[src/rtl/i2s_pkg.sv]
// ============================================================================
// Module      : i2s_pkg
// Description : Shared constants and state encoding for the I2S receiver.
// Revision    : 1.0 - initial release
// ============================================================================
`default_nettype none

package i2s_pkg;

    localparam int   DEFAULT_WIDTH = 16;

    localparam logic CH_LEFT  = 1'b0;
    localparam logic CH_RIGHT = 1'b1;

    typedef enum logic [1:0] {
        IDLE = 2'd0,
        SEEK = 2'd1,
        RUN  = 2'd2
    } state_t;

endpackage

`default_nettype wire

[src/rtl/i2s_sync_edge.sv]
// ============================================================================
// Module      : i2s_sync_edge
// Description : Two-flop synchronizer with a registered rising-edge detect.
// Revision    : 1.0 - initial release
// ============================================================================
`default_nettype none

module i2s_sync_edge (
    input  logic clk,
    input  logic rst,
    input  logic i_d,
    output logic o_sync,
    output logic o_rise
);

    logic r_s1;
    logic r_s2;
    logic r_s3;

    always_ff @(posedge clk or negedge rst) begin
        if (!rst) begin
            r_s1 <= 1'b0;
            r_s2 <= 1'b0;
            r_s3 <= 1'b0;
        end else begin
            r_s1 <= i_d;
            r_s2 <= r_s1;
            r_s3 <= r_s2;
        end
    end

    assign o_sync = r_s2;
    assign o_rise = r_s2 & ~r_s3;

endmodule

`default_nettype wire

[src/rtl/i2s_receiver.sv]
// ============================================================================
// Module      : i2s_receiver
// Description : I2S slave receiver recovering left/right words in clk domain.
// Revision    : 1.0 - initial release
// ============================================================================
`default_nettype none

module i2s_receiver
    import i2s_pkg::*;
#(
    parameter int WIDTH = DEFAULT_WIDTH,
    parameter int CNT_W = 6
) (
    input  logic             clk,
    input  logic             rst,
    input  logic             enable,
    input  logic             BCLK,
    input  logic             LRCLK,
    input  logic             SDATA,
    output logic [WIDTH-1:0] left_audio,
    output logic [WIDTH-1:0] right_audio,
    output logic             sample_valid,
    output logic             RightNLeft,
    output logic             short_slot
);

    localparam logic [CNT_W-1:0] c_width_cnt = CNT_W'(WIDTH);
    localparam logic [WIDTH-1:0] c_msb       = {1'b1, {(WIDTH-1){1'b0}}};

    logic w_bclk_rise, w_bclk_sync_unused;
    logic w_lr, w_lr_rise_unused;
    logic w_sd, w_sd_rise_unused;

    i2s_sync_edge u_sync_bclk (.clk(clk), .rst(rst), .i_d(BCLK),  .o_sync(w_bclk_sync_unused), .o_rise(w_bclk_rise));
    i2s_sync_edge u_sync_lr   (.clk(clk), .rst(rst), .i_d(LRCLK), .o_sync(w_lr), .o_rise(w_lr_rise_unused));
    i2s_sync_edge u_sync_sd   (.clk(clk), .rst(rst), .i_d(SDATA), .o_sync(w_sd), .o_rise(w_sd_rise_unused));

    state_t           r_state, w_state_n;
    logic             r_primed, w_primed_n;
    logic             r_lr_prev, w_lr_prev_n;
    logic [CNT_W-1:0] r_cnt, w_cnt_n, w_cnt_inc;
    logic [WIDTH-1:0] r_word, w_word_n, w_word_upd, w_mask;
    logic [WIDTH-1:0] r_left, w_left_n;
    logic [WIDTH-1:0] r_right, w_right_n;
    logic             r_valid, w_valid_n;
    logic             r_short, w_short_n;
    logic             r_rnl, w_rnl_n;

    // Bits beyond WIDTH get an all-zero mask, which truncates long slots.
    assign w_mask     = (r_cnt < c_width_cnt) ? (c_msb >> r_cnt) : '0;
    assign w_word_upd = w_sd ? (r_word | w_mask) : r_word;
    assign w_cnt_inc  = (&r_cnt) ? r_cnt : r_cnt + 1'b1;

    always_ff @(posedge clk or negedge rst) begin
        if (!rst) begin
            r_state   <= IDLE;
            r_primed  <= 1'b0;
            r_lr_prev <= 1'b0;
            r_cnt     <= '0;
            r_word    <= '0;
            r_left    <= '0;
            r_right   <= '0;
            r_valid   <= 1'b0;
            r_short   <= 1'b0;
            r_rnl     <= 1'b0;
        end else begin
            r_state   <= w_state_n;
            r_primed  <= w_primed_n;
            r_lr_prev <= w_lr_prev_n;
            r_cnt     <= w_cnt_n;
            r_word    <= w_word_n;
            r_left    <= w_left_n;
            r_right   <= w_right_n;
            r_valid   <= w_valid_n;
            r_short   <= w_short_n;
            r_rnl     <= w_rnl_n;
        end
    end

    always_comb begin
        w_state_n   = r_state;
        w_primed_n  = r_primed;
        w_lr_prev_n = r_lr_prev;
        w_cnt_n     = r_cnt;
        w_word_n    = r_word;
        w_left_n    = r_left;
        w_right_n   = r_right;
        w_valid_n   = 1'b0;
        w_short_n   = 1'b0;
        w_rnl_n     = r_rnl;
        if (!enable) begin
            w_state_n = IDLE;
        end else begin
            case (r_state)
                IDLE: begin
                    w_state_n  = SEEK;
                    w_primed_n = 1'b0;
                end
                // The first edge only records LRCLK so a stale lr_prev cannot fake a boundary.
                SEEK: begin
                    if (w_bclk_rise) begin
                        w_lr_prev_n = w_lr;
                        w_primed_n  = 1'b1;
                        if (r_primed && (w_lr != r_lr_prev)) begin
                            w_state_n = RUN;
                            w_cnt_n   = '0;
                            w_word_n  = '0;
                            w_rnl_n   = w_lr;
                        end
                    end
                end
                RUN: begin
                    if (w_bclk_rise) begin
                        w_rnl_n = w_lr;
                        if (w_lr == r_lr_prev) begin
                            w_word_n = w_word_upd;
                            w_cnt_n  = w_cnt_inc;
                        end else begin
                            // One-bit delay: this bit still belongs to the old slot.
                            if (r_lr_prev == CH_LEFT) begin
                                w_left_n = w_word_upd;
                            end else begin
                                w_right_n = w_word_upd;
                                w_valid_n = 1'b1;
                            end
                            w_short_n   = (w_cnt_inc < c_width_cnt);
                            w_word_n    = '0;
                            w_cnt_n     = '0;
                            w_lr_prev_n = w_lr;
                        end
                    end
                end
                default: w_state_n = IDLE;
            endcase
        end
    end

    assign left_audio   = r_left;
    assign right_audio  = r_right;
    assign sample_valid = r_valid;
    assign short_slot   = r_short;
    assign RightNLeft   = r_rnl;

endmodule

`default_nettype wire

[config.mk]
export PLATFORM = sky130hd
export DESIGN_NAME = i2s_receiver
export DESIGN_NICKNAME = d
export VERILOG_FILES = /design/src/rtl/i2s_pkg.sv /design/src/rtl/i2s_sync_edge.sv /design/src/rtl/i2s_receiver.sv
export SDC_FILE = /design/constraint.sdc
export NUM_CORES = 1
export LEC_CHECK = 0
export CAP_MARGIN = 40
export CORE_ASPECT_RATIO = 1.5
export CORE_MARGIN = 10
export CORE_UTILIZATION = 35
export CTS_CLUSTER_SIZE = 20
export DETAILED_ROUTE_END_ITERATION = 8
export GPL_TIMING_DRIVEN = 0
export SYNTH_ARGS = -nofsm -noshare
export SYNTH_HDL_FRONTEND = slang
export SYNTH_HIERARCHICAL = 1
export SYNTH_SLANG_ARGS = --single-unit
[constraint.sdc]
create_clock -name clk -period 1.9 [get_ports clk]
set_input_delay 0.19 -clock clk [delete_from_list [all_inputs] [get_ports clk]]
set_output_delay 0.19 -clock clk [all_outputs]
set_load 0.01 [all_outputs]
==> flow_summary.yaml, run 1 <==
cells_and_area:
  regArea_um2: 1702
  finish.instance_area_um2: 3784
  syn2layout_area_growth_pct: 29.67
  num_antenna_cells: 0
  multiInputGateArea_um2: 1070
  design.final.nets: 328
  drive_above_1_share_pct: 15.43
  fin_util_pct: 46.96
  fillers: 759
setup_path:
  cpMaxStageDelayCell: "sky130_fd_sc_hd__dfrtp_1"
  critPathCaptureType: "register"
  worst_ep_arrival_time_ps: 1920
  path_cells: "inv_1, ha_4, nand3b_2, nor2_1, buf_4, and3_1, a22o_1"
  worst-endpoint-required_ps: 2120
  timing.setup.critical_path_class: "register to register"
  critical_path.max_fanout: 10
  cp.buffers_inverters: 2
  path_delay_family: "simple AND/OR/NAND/NOR gates"
  setup.reg_to_reg.worst_slack_ps: 190
  worst_setup_path_start_kind: "register"
  max_stage_delay_ps: 380
detailed_routing:
  detailroute.via_count: 2141
  drtPass1Iterations: 4
  detail-route-antenna-nets: 0
  post_drt_via_cell_ratio: 4.991
  drc_errors: 0
  drt_iter0_drc: 126
  routed_wl_mm: 6.784
  detail_route.wl_per_cell_um: 15.81
floorplan:
  die-width_um: 94.55
  initial_utilization_pct: 36.21
  dieArea_um2: 12460
  floorplan.core_area_um2: 8058
  fp-row-count: 40
  floorplan.die.height_um: 131.8
  io_pins: 41
cts:
  cts-htree-levels: 3
  cts-buffers-inserted: 9
  cts_tree: "done"
  path_clk_slew_ps: 50
  cts_sinks: 68
  insertion_delay_ps: 330
  worst_case_clock_buffer_depth: 2
  root_buffer: "sky130_fd_sc_hd__clkbuf_16"
flow_run:
  maxCapViolations: 0
power:
  clockPowerShare_pct: 48.3
  leakage_nw: 1.744
  portion_of_total_power_attributed_to_combinational_logic_pct: 6.0
  swShare_pct: 22.00
  internal-power_w: 0.002580
  net-switching-power_w: 0.0007278
  seq_power_share_pct: 45.7
  vdd_ir_max_mv: 0.6213
  power-per-cell-area_nw_per_um2: 874.4
global_route:
  grt_pass1_wl_mm: 11.10
  groute.usage.overall_pct: 11.38
  first_global_vias: 2204
  antenna_found_initial: 0
  globalRouteOverflowTotal: 0
  grt_max_degree: 68
synth:
  syn-num-nets: 275
  syn-mean-instance-area_um2: 10.97
  syn_inst: 266
  mappedNetlistArea_um2: 2918
  synth.yosys.warnings: 6
sta:
  period_share_pct: 89.83
  fin_crit_ps: 1707
  clock_skew_ps: 5.017
  final-setup-viol-count: 0
  finalHoldViolCount: 0
  unrepaired_setup_endpoints_after_global_routing: "no"
  clock.fmax_ghz: 0.5859
  max-slew-margin-rel_pct: 64.20
  worstMarginPinSlew_ps: 535.0
  final-max-slew-violation-count: 0
  fin_tns_setup_ps: 0
placed_design:
  dpl.hpwl_mm: 4.901
  postPlaceCellArea_um2: 3475
  placement.io_buffers: 40
  gpl.final_weighted_congestion: 0.8422
hold_path:
  hold_path.class: "input port to async pin"
run_status:
  run_status: "finished, final reports clean"
==> state kept, by name, summed over array words and instances, names as in the netlist, 2 cells and up <==
register,cells
r_word,16
r_state,2
right_audio,16
r_cnt,6
left_audio,16
==> timing repair <==
action | in CTS | in global routing
hold buffers | 1 | 0
hold endpoints to repair | 68 | 0
setup buffers | 0 | 0
resized for setup | 0 | 3
setup endpoints to repair | 0 | 20
==> cell usage in the layout, fill, tap and decap left out, types with 2 or more instances in the layout <==
| master | instances |
|---|---|
| sky130_fd_sc_hd__a31oi_1 | 7 |
| sky130_fd_sc_hd__o21ai_0 | 4 |
| sky130_fd_sc_hd__clkbuf_16 | 9 |
| sky130_fd_sc_hd__a41oi_1 | 2 |
| sky130_fd_sc_hd__dfrtp_1 | 68 |
| sky130_fd_sc_hd__nor3_1 | 2 |
| sky130_fd_sc_hd__clkinv_2 | 5 |
| sky130_fd_sc_hd__nand2_1 | 5 |
| sky130_fd_sc_hd__a21oi_1 | 43 |
| sky130_fd_sc_hd__nand3_1 | 6 |
| sky130_fd_sc_hd__a22o_1 | 12 |
| sky130_fd_sc_hd__buf_2 | 9 |
| sky130_fd_sc_hd__a32o_1 | 5 |
| sky130_fd_sc_hd__clkdlybuf4s50_1 | 39 |
| sky130_fd_sc_hd__buf_4 | 5 |
| sky130_fd_sc_hd__and2_1 | 3 |
| sky130_fd_sc_hd__inv_1 | 5 |
| sky130_fd_sc_hd__nor2_1 | 43 |
| sky130_fd_sc_hd__and3b_1 | 3 |
| sky130_fd_sc_hd__buf_6 | 5 |
| sky130_fd_sc_hd__and3_1 | 8 |
| sky130_fd_sc_hd__nand2b_1 | 2 |
| sky130_fd_sc_hd__o21ai_1 | 5 |
| sky130_fd_sc_hd__ha_1 | 2 |
| sky130_fd_sc_hd__a21oi_2 | 5 |
| sky130_fd_sc_hd__o21a_1 | 2 |
==> cell type report <==
cell class	instances	share of cell area [%]
Inverter	6	0.5952
Sequential cell	68	44.97
Clock inverter	6	1.455
Multi-Input combinational cell	173	28.27
Clock buffer	10	6.052
Timing Repair Buffer	42	11.51
Tap cell	105	3.472
Buffer	19	3.671
==> power by group through the flow <==
stage          Sequential (W)  Clock [W]  Combinational [W]
6_report              0.00151    0.00160           0.000200
5_1_grt               0.00152    0.00173           0.000224
4_1_cts               0.00151    0.00164           0.000196
3_5_place_dp          0.00154          0           0.000194
3_3_place_gp          0.00153          0           0.000185
2_1_floorplan         0.00154          0          0.0000815
==> metal layers <==
metal / up-vias / track usage (%) / wire (um)
met3: 8 / 4.561 / 374
met1: 1041 / 12.20 / 2686
met2: 35 / 19.20 / 3628
met5: - / 0 / 0
li1: 1057 / - / -
met4: 0 / 4.508 / 95
==> worst reg2reg max path, delay by kind of cell, from the launching register on <==
kind,cells,cell delay [ps]
AO/OA/AOI/OAI,1,210
flip-flops,1,380
buffers and inverters,2,320
AND/OR/NAND/NOR,3,440
adder cells (fa/ha/maj),1,250
==> path summary, 6_finish.rpt <==
check                                      startpoint  cells after the start                      endpoint
max in group asynchronous                         rst                      3    u_sync_lr/o_sync$_DFF_PN0_
max                        u_sync_lr/o_sync$_DFF_PN0_                      7        r_word[11]$_DFFE_PN0P_
max reg2reg                u_sync_lr/o_sync$_DFF_PN0_                      7        r_word[11]$_DFFE_PN0P_
min in group clk                                LRCLK                      1      u_sync_lr/r_s1$_DFF_PN0_
min reg2reg                u_sync_bclk/r_s1$_DFF_PN0_                      0  u_sync_bclk/o_sync$_DFF_PN0_
min                                               rst                      2      u_sync_sd/r_s1$_DFF_PN0_
==> stage by stage <==
| step | hold slack [ps] | setup WS, ps | cells | power [W] |
|---|---|---|---|---|
| after CTS | 190.5 | 51.72 | 429 | 0.003342 |
| after global placement | 331.4 | -1682 | 411 | 0.001718 |
| after global routing | 187.9 | 73.57 | 429 | 0.003467 |
| final | 204.1 | 193.2 | 429 | 0.003308 |
| after detailed placement | -10.08 | 43.79 | 412 | 0.001730 |
| after floorplan | -105.6 | 279.2 | 266 | 0.001621 |
Note: power is estimated with default switching activity, not from simulation.
==> inputs of run 2 (changes only) <==
--- a/config.mk
+++ b/config.mk
@@ -12,6 +12,7 @@
 export CTS_CLUSTER_SIZE = 20
 export DETAILED_ROUTE_END_ITERATION = 8
 export GPL_TIMING_DRIVEN = 0
+export SLEW_MARGIN = 5
 export SYNTH_ARGS = -nofsm -noshare
 export SYNTH_HDL_FRONTEND = slang
 export SYNTH_HIERARCHICAL = 1
==> results of run 2 <==
No change in the layout: final DEF, timing and power equal those of run 1.
==> inputs of run 3 (changes only) <==
--- a/config.mk
+++ b/config.mk
@@ -12,6 +12,7 @@
 export CTS_CLUSTER_SIZE = 20
 export DETAILED_ROUTE_END_ITERATION = 8
 export GPL_TIMING_DRIVEN = 0
+export SKIP_LAST_GASP = 1
 export SLEW_MARGIN = 5
 export SYNTH_ARGS = -nofsm -noshare
 export SYNTH_HDL_FRONTEND = slang
==> run 3 against run 2 <==
Effect of this change:
- maximum frequency is 3.5% lower
- power decreased by 0.18%
- design area fell by 0.26%
- core utilization decreased by 0.12 points
- clock-buffer cell count unchanged
- largest cell class unchanged
- highest routed layer unchanged
==> flow_summary.yaml, run 3 (synthesized netlist as in run 1, its figures left out) <==
setup_path:
  worst_ep_arrival_time_ps: 1990
  critPathCaptureType: "register"
  timing.setup.critical_path_class: "register to register"
  critical_path.max_fanout: 10
  reg2reg_depth: 7
  worst_setup_path_start_kind: "register"
  worst-endpoint-required_ps: 2120
sta:
  max-slew-margin-rel_pct: 63.98
  period_share_pct: 93.13
  fin_crit_ps: 1770
  unrepaired_setup_endpoints_after_global_routing: "yes"
  finalHoldViolCount: 0
  clock_skew_ps: 5.016
  final-max-slew-violation-count: 0
  clock.fmax_ghz: 0.5651
  worstMarginPinSlew_ps: 538.3
  final-setup-viol-count: 0
flow_run:
  maxCapViolations: 0
floorplan:
  fp-row-count: 40
  dieArea_um2: 12460
  floorplan.die.height_um: 131.8
  die-width_um: 94.55
  floorplan.core_area_um2: 8058
  io_pins: 41
  initial_utilization_pct: 36.21
cells_and_area:
  drive_above_1_share_pct: 15.43
  num_antenna_cells: 0
  design.final.nets: 328
  fin_util_pct: 46.83
  fillers: 761
  final-instance-count-excl-fill: 429
  finish.instance_area_um2: 3774
  final_common_cell: "sky130_fd_sc_hd__dfrtp_1"
  syn2layout_area_growth_pct: 29.33
  mostFrequentLayoutCells: "68 x sky130_fd_sc_hd__dfrtp_1, 43 x sky130_fd_sc_hd__nor2_1, 43 x sky130_fd_sc_hd__a21oi_1, 39 x sky130_fd_sc_hd__clkdlybuf4s50_1, 12 x sky130_fd_sc_hd__a22o_1"
cts:
  cts_tree: "done"
  cts-buffers-inserted: 9
  cts-htree-levels: 3
  worst_case_clock_buffer_depth: 2
  post_cts.repair.setup_buffers: 0
  insertion_delay_ps: 330
  root_buffer: "sky130_fd_sc_hd__clkbuf_16"
  path_clk_slew_ps: 50
  cts_sinks: 68
power:
  total_power_w: 0.003302
  leakage_nw: 1.742
  vdd_ir_max_mv: 0.6235
  power-per-cell-area_nw_per_um2: 875.1
detailed_routing:
  routed_wl_mm: 6.765
  detailroute.via_count: 2139
  post_drt_via_cell_ratio: 4.986
  drc_errors: 0
  detail-route-antenna-nets: 0
  drt_iter0_drc: 113
  detail_route.wl_per_cell_um: 15.77
  drtPass1Iterations: 4
global_route:
  first_global_vias: 2204
  antenna_found_initial: 0
  globalRouteOverflowTotal: 0
  grt_pass1_wl_mm: 11.10
  grt_max_degree: 68
  groute.usage.overall_pct: 11.38
hold_path:
  hold_path.class: "input port to async pin"
placed_design:
  placement.io_buffers: 40
  gpl.final_weighted_congestion: 0.8422
  postPlaceCellArea_um2: 3475
  dpl.hpwl_mm: 4.901
  dp_cells: 412
run_status:
  run_status: "finished, final reports clean"
[run 3: area by class of cell]
class / instances / area [um^2] / share of cell area [%]
sequential: 68 / 1702 / 45.09
clock buffer: 10 / 229.0 / 6.068
clock inverter: 6 / 55.05 / 1.459
inverter: 6 / 22.52 / 0.5968
timing repair buffer: 42 / 435.4 / 11.54
tap: 105 / 131.4 / 3.481
buffer: 19 / 138.9 / 3.680
multi-input combinational: 173 / 1060 / 28.08
[run 3: where the power goes]
group	switching, W	internal, W	leakage (nW)
clock	0.000598	0.00100	0.146
sequential	0.0000236	0.00149	0.926
combinational	0.000106	0.0000860	0.670
total	0.000728	0.00257	1.74
[run 3: worst max-delay path, cell delays in order, from the launching register on]
cell and delay (ps):
sky130_fd_sc_hd__dfrtp_1 380, sky130_fd_sc_hd__inv_1 100, sky130_fd_sc_hd__ha_2 330, sky130_fd_sc_hd__nand3b_2 170, sky130_fd_sc_hd__nor2_1 70, sky130_fd_sc_hd__buf_4 180
sky130_fd_sc_hd__and3_1 220, sky130_fd_sc_hd__a22o_1 210
[run 3: timing repair]
item                       in CTS  in global routing
gates resized for setup         0                  2
hold endpoints to repair       68                  0
setup endpoints to repair       0                 20
hold buffers                    1                  0
[run 3: routing by layer]
metal  part of all wire, %  track usage, %  vias up
li1                      -               -     1056
met1                    39           12.20     1037
met2                    54           19.20       38
met3                   5.6           4.561        8
met4                   1.4           4.508        0
met5                     0               0        -
[run 3: per-stage QoR]
step                hold slack [ps]  setup TNS [ps]  worst slack (ps)
floorplan                    -105.6               0             279.2
CTS                           190.5               0             51.72
global placement              331.4         -114080             -1682
finish                        203.8               0             130.5
global route                  187.9          -7.486            -7.257
detailed placement           -10.08               0             43.79
[run 3: final timing paths]
check                                           start                           end  slack, ps
setup / recovery           u_sync_lr/o_sync$_DFF_PN0_        r_word[11]$_DFFE_PN0P_        130
hold / removal                                    rst      u_sync_sd/r_s1$_DFF_PN0_        200
setup reg to reg           u_sync_lr/o_sync$_DFF_PN0_        r_word[11]$_DFFE_PN0P_        130
hold reg to reg            u_sync_bclk/r_s1$_DFF_PN0_  u_sync_bclk/o_sync$_DFF_PN0_        350
max in group asynchronous                         rst    u_sync_lr/o_sync$_DFF_PN0_       1190
min in group clk                                LRCLK      u_sync_lr/r_s1$_DFF_PN0_        300
